<file path="config.mk">
export PLATFORM = sky130hd
export DESIGN_NAME = time_counter_bcd
export DESIGN_NICKNAME = d
export VERILOG_FILES = /design/src/rtl/time_counter_bcd_pkg.sv /design/src/rtl/time_counter_bcd_counter.sv /design/src/rtl/time_counter_bcd.sv
export SDC_FILE = /design/constraint.sdc
export NUM_CORES = 1
export LEC_CHECK = 0
export CORE_ASPECT_RATIO = 1.5
export CORE_MARGIN = 3
export CORE_UTILIZATION = 45
export DETAILED_ROUTE_END_ITERATION = 10
export HOLD_SLACK_MARGIN = 0.05
export PLACE_DENSITY = 0.72
export SLEW_MARGIN = 20
export SYNTH_ARGS = -nofsm -noshare
export SYNTH_HDL_FRONTEND = slang
export SYNTH_SLANG_ARGS = --single-unit
</file>
<file path="constraint.sdc">
create_clock -name clk_1hz -period 4.9 [get_ports clk_1hz]
set_input_delay 0.98 -clock clk_1hz [delete_from_list [all_inputs] [get_ports clk_1hz]]
set_output_delay 0.98 -clock clk_1hz [all_outputs]
set_load 0.01 [all_outputs]
</file>
<file path="src/rtl/time_counter_bcd_pkg.sv">
// rtl/time_counter_bcd_pkg.sv - shared BCD limits and digit helpers for the time-of-day counter
package time_counter_bcd_pkg;

    localparam int         BCD_W    = 4;
    localparam logic [7:0] SEC_MAX  = 8'h59;
    localparam logic [7:0] MIN_MAX  = 8'h59;
    localparam logic [7:0] HOUR_MAX = 8'h23;
    localparam logic [7:0] PM_START = 8'h12;

    // Valid packed BCD orders the same as binary, so q >= max also catches a bad tens digit.
    function automatic logic bcd_wraps(input logic [7:0] q, input logic [7:0] max);
        return (q[BCD_W-1:0] > 4'd9) || (q >= max);
    endfunction

    function automatic logic [7:0] bcd_next(input logic [7:0] q, input logic [7:0] max);
        if (bcd_wraps(q, max)) begin
            return 8'h00;
        end else if (q[BCD_W-1:0] == 4'd9) begin
            return {q[2*BCD_W-1:BCD_W] + 4'd1, 4'd0};
        end else begin
            return {q[2*BCD_W-1:BCD_W], q[BCD_W-1:0] + 4'd1};
        end
    endfunction

endpackage

</file>
<file path="src/rtl/time_counter_bcd_counter.sv">
// rtl/time_counter_bcd_counter.sv - two-digit BCD field counter with wrap at MAX and clear
module bcd_counter_mod
    import time_counter_bcd_pkg::*;
#(
    parameter logic [7:0] MAX  = 8'h59,
    parameter logic [7:0] INIT = 8'h00
) (
    input  logic       clk_1hz,
    input  logic       cr,
    input  logic       inc,
    input  logic       clr,
    output logic [7:0] q,
    output logic       carry_out
);

    logic [7:0] r_q;

    always_ff @(posedge clk_1hz or negedge cr) begin
        if (!cr) begin
            r_q <= INIT;
        end else if (clr) begin
            r_q <= 8'h00;
        end else if (inc) begin
            r_q <= bcd_next(r_q, MAX);
        end
    end

    // An out-of-range value carries like MAX; the top decides whether the carry is used.
    assign q         = r_q;
    assign carry_out = inc & bcd_wraps(r_q, MAX);

endmodule

</file>
<file path="src/rtl/time_counter_bcd.sv">
// rtl/time_counter_bcd.sv - 24-hour BCD hh:mm:ss counter with adjust inputs and day rollover strobe
module time_counter_bcd
    import time_counter_bcd_pkg::*;
#(
    parameter logic [7:0] HOUR_INIT = 8'h00,
    parameter logic [7:0] MIN_INIT  = 8'h00,
    parameter logic [7:0] SEC_INIT  = 8'h00
) (
    input  logic       clk_1hz,
    input  logic       cr,
    input  logic       en,
    input  logic       adj_hour,
    input  logic       adj_min,
    output logic [7:0] hour,
    output logic [7:0] minute,
    output logic [7:0] second,
    output logic       pm,
    output logic       day_pulse
);

    logic w_adjust;
    logic w_sec_inc;
    logic w_min_inc;
    logic w_hour_inc;
    logic w_sec_carry;
    logic w_min_carry;
    logic w_hour_carry;
    logic r_day_pulse;

    // Adjust beats counting; in adjust mode no field ripples into the next.
    assign w_adjust   = adj_hour | adj_min;
    assign w_sec_inc  = ~w_adjust & en;
    assign w_min_inc  = w_adjust ? adj_min  : w_sec_carry;
    assign w_hour_inc = w_adjust ? adj_hour : w_min_carry;

    bcd_counter_mod #(.MAX(SEC_MAX), .INIT(SEC_INIT)) u_sec (
        .clk_1hz   (clk_1hz),
        .cr        (cr),
        .inc       (w_sec_inc),
        .clr       (w_adjust),
        .q         (second),
        .carry_out (w_sec_carry)
    );

    bcd_counter_mod #(.MAX(MIN_MAX), .INIT(MIN_INIT)) u_min (
        .clk_1hz   (clk_1hz),
        .cr        (cr),
        .inc       (w_min_inc),
        .clr       (1'b0),
        .q         (minute),
        .carry_out (w_min_carry)
    );

    bcd_counter_mod #(.MAX(HOUR_MAX), .INIT(HOUR_INIT)) u_hour (
        .clk_1hz   (clk_1hz),
        .cr        (cr),
        .inc       (w_hour_inc),
        .clr       (1'b0),
        .q         (hour),
        .carry_out (w_hour_carry)
    );

    always_ff @(posedge clk_1hz or negedge cr) begin
        if (!cr) begin
            r_day_pulse <= 1'b0;
        end else begin
            r_day_pulse <= ~w_adjust & w_hour_carry;
        end
    end

    assign day_pulse = r_day_pulse;
    assign pm        = (hour >= PM_START);

endmodule

</file>
==> results.toml <==
[clocking]
clock_sinks = 25
cts_resized = 0
postCtsSetupBuffers = 0
cts_tree = "built"
cts_buffer_depth = 2
cts_buffers = 3
clockRootBuffer = "clkbuf_8"
worstSkewPairLatency_ps = 260
postCtsHoldBufs = 0
clk_pin_slew_ps = 80
cts_max_level = 1

[route]
wl_um = 2990
vias_per_cell = 5.59
ant_nets = 0
vias = 1247
drc = 0
wire_per_inst_um = 13.4
drtIter0Drc = 38
dr.pass1.iters = 4

[cells_and_area]
n_fill_cell = 249
fin_util_pct = 60.3
area_delta_synth_final_pct = 25.8
nets = 197
diodes = 0
multiInputGateArea_um2 = 748
seq_area_um2 = 626
drive_gt1_share_pct = 6.52

[sta]
holdWs_ps = 530
finalClockSkew_ps = 3.95
grt_setup_unrepaired = "no"
tns_ps = 0
max_slew_margin_pct = 48.5
fin_crit_sh_pct = 52.0
worst_slew_pin_slew_ps = 768
final.min_clock_period_ps = 2550
hold_viol = 0
drv_slew = 0
max_clock_freq_mhz = 392
setup_viol = 0

[flow_run]
drv_cap = 0

[pwr]
p_leak_nw = 0.752
power_density_nw_per_um2 = 390
vdd_drop_max_uv = 298

[worst_setup_path]
worstSetupPathType = "reg -> out"
worstPathRequired_ps = 3920
worst_ep_arrival_time_ps = 1570
worst_setup_path_start_kind = "flip-flop"
critPathMaxFanout = 6
endpoint_kind = "primary output"

[global_routing]
grt_max_degree = 26
grt-ovfl-total = 0
first_global_vias = 1198
antenna_found_initial = 0
grt_pass1_wl_um = 5290
track_usage_pct = 17.4

[synth]
yosys_warnings = 0
syn-num-nets = 166
async_reset_ff_share_pct = 100
synthesis.area_um2 = 1430
ys_types = 36
yosysMostFrequentCell = "dfrtp_1"
yosys_most_used_dff = "dfrtp_1"
synth-edff-count = 0
yosysSeqAreaShare_pct = 43.9
synth_top_area_share_pct = 43.9
postSynthCellCount = 154
synth_common_cells = "dfrtp_1 (25), o21ai_0 (19), nand2_1 (14), nor2_1 (13), a21oi_1 (10)"
synth_seq_cells = 25
synth_top_area_cell = "dfrtp_1"
yosys-top-cells-area = "dfrtp_1 (44%), o21ai_0 (6.7%), ha_1 (6.1%)"
avgSynthCellArea_um2 = 9.25

[floorplan]
die-height_um = 74.9
core_area_um2 = 2970
ioPinCount = 31
fp.dieW_um = 52.0
die_area_um2 = 3890
initial_core_util_pct = 47.9
floorplan.rows = 24

[placement]
port_buffers = 30
gp_congestion = 0.823
dp.final_hpwl_um = 2250

[hold_path]
hp-class = "reg -> reg"

[outcome]
status = "finished clean"
[worst max-delay path, cell delays in order, from the launching register on]
cell and delay (ps):
dfrtp_1 440, inv_1 80, ha_1 140, o31ai_1 60
nand2_1 60, clkdlybuf4s50_1 530
[worst paths after layout]
path / start / endpoint / slack (ps) / depth (start not counted)
worst max register to register: u_sec.q[1]$_DFFE_PN0P_ / u_min.q[0]$_DFFE_PN0P_ / 2740 / 5
worst min-delay path: u_min.q[7]$_DFFE_PN0P_ / u_min.q[7]$_DFFE_PN0P_ / 530 / 1
max in group asynchronous: cr / u_sec.q[0]$_DFFE_PN0P_ / 3840 / 1
worst max-delay path: u_hour.q[5]$_DFFE_PN0P_ / pm / 2350 / 5
worst min register to register: u_min.q[7]$_DFFE_PN0P_ / u_min.q[7]$_DFFE_PN0P_ / 530 / 1
min in group asynchronous: cr / u_min.q[7]$_DFFE_PN0P_ / 690 / 1
[power breakdown]
part / total (mW) / internal, mW / switching [mW]
clock: 0.119 / 0.0579 / 0.0606
sequential: 0.320 / 0.244 / 0.0755
combinational: 0.262 / 0.142 / 0.119
total: 0.700 / 0.444 / 0.255
[layer usage]
metal | wire length, um | global-route usage (%) | vias up
met5 | 0 | 0 | -
met4 | 23 | 5.83 | 0
met3 | 110 | 2.18 | 2
met2 | 1520 | 29.4 | 29
met1 | 1330 | 22.9 | 600
li1 | - | - | 616
[sequential cells by signal, indices dropped and copies added (netlist names)]
signal	cells
u_hour.q	8
u_min.q	8
u_sec.q	8
day_pulse	1
[final cells by class]
cell class	instances	area share [%]
multi-input cells	117	41.7
repair buffers	30	16.5
flip-flops and latches	25	34.9
clock buffers	4	2.51
inverters	8	1.67
well taps	39	2.72
[metrics by stage]
| step | setup WS [ps] | instance area, um^2 | instances | power [mW] |
|---|---|---|---|---|
| detailed placement | 2120 | 1750 | 219 | 0.585 |
| global route | 2190 | 1790 | 223 | 0.757 |
| CTS | 2330 | 1790 | 223 | 0.706 |
| global placement | 2240 | 1750 | 219 | 0.580 |
| finish | 2350 | 1790 | 223 | 0.700 |
| floorplan | 2880 | 1430 | 154 | 0.463 |
[cells by family (layout without fill, tap and decap cells)]
| kind of cell | Yosys count | in the layout | share of synthesized area, % |
|---|---|---|---|
| adders and majority gates | 7 | 7 | 6.15 |
| and+or+nand+nor | 57 | 57 | 21.3 |
| AOI/OAI and AO/OA | 50 | 50 | 23.2 |
| xor gates and xnor gates | 3 | 3 | 1.84 |
| buffers and inverters | 12 | 42 | 3.60 |
| DFF | 25 | 25 | 43.9 |
[cell usage in the layout, fill, tap and decap left out, types with 5 or more instances in the layout]
cell and instances:
nor3_1 6, ha_1 7, dfrtp_1 25, nor2_1 13, inv_1 8, a21oi_1 10, clkdlybuf4s50_1 29, o31ai_1 5
nand2_1 14, o21ai_0 19, nand3_1 5
Note: power is estimated with default switching activity, not from simulation.
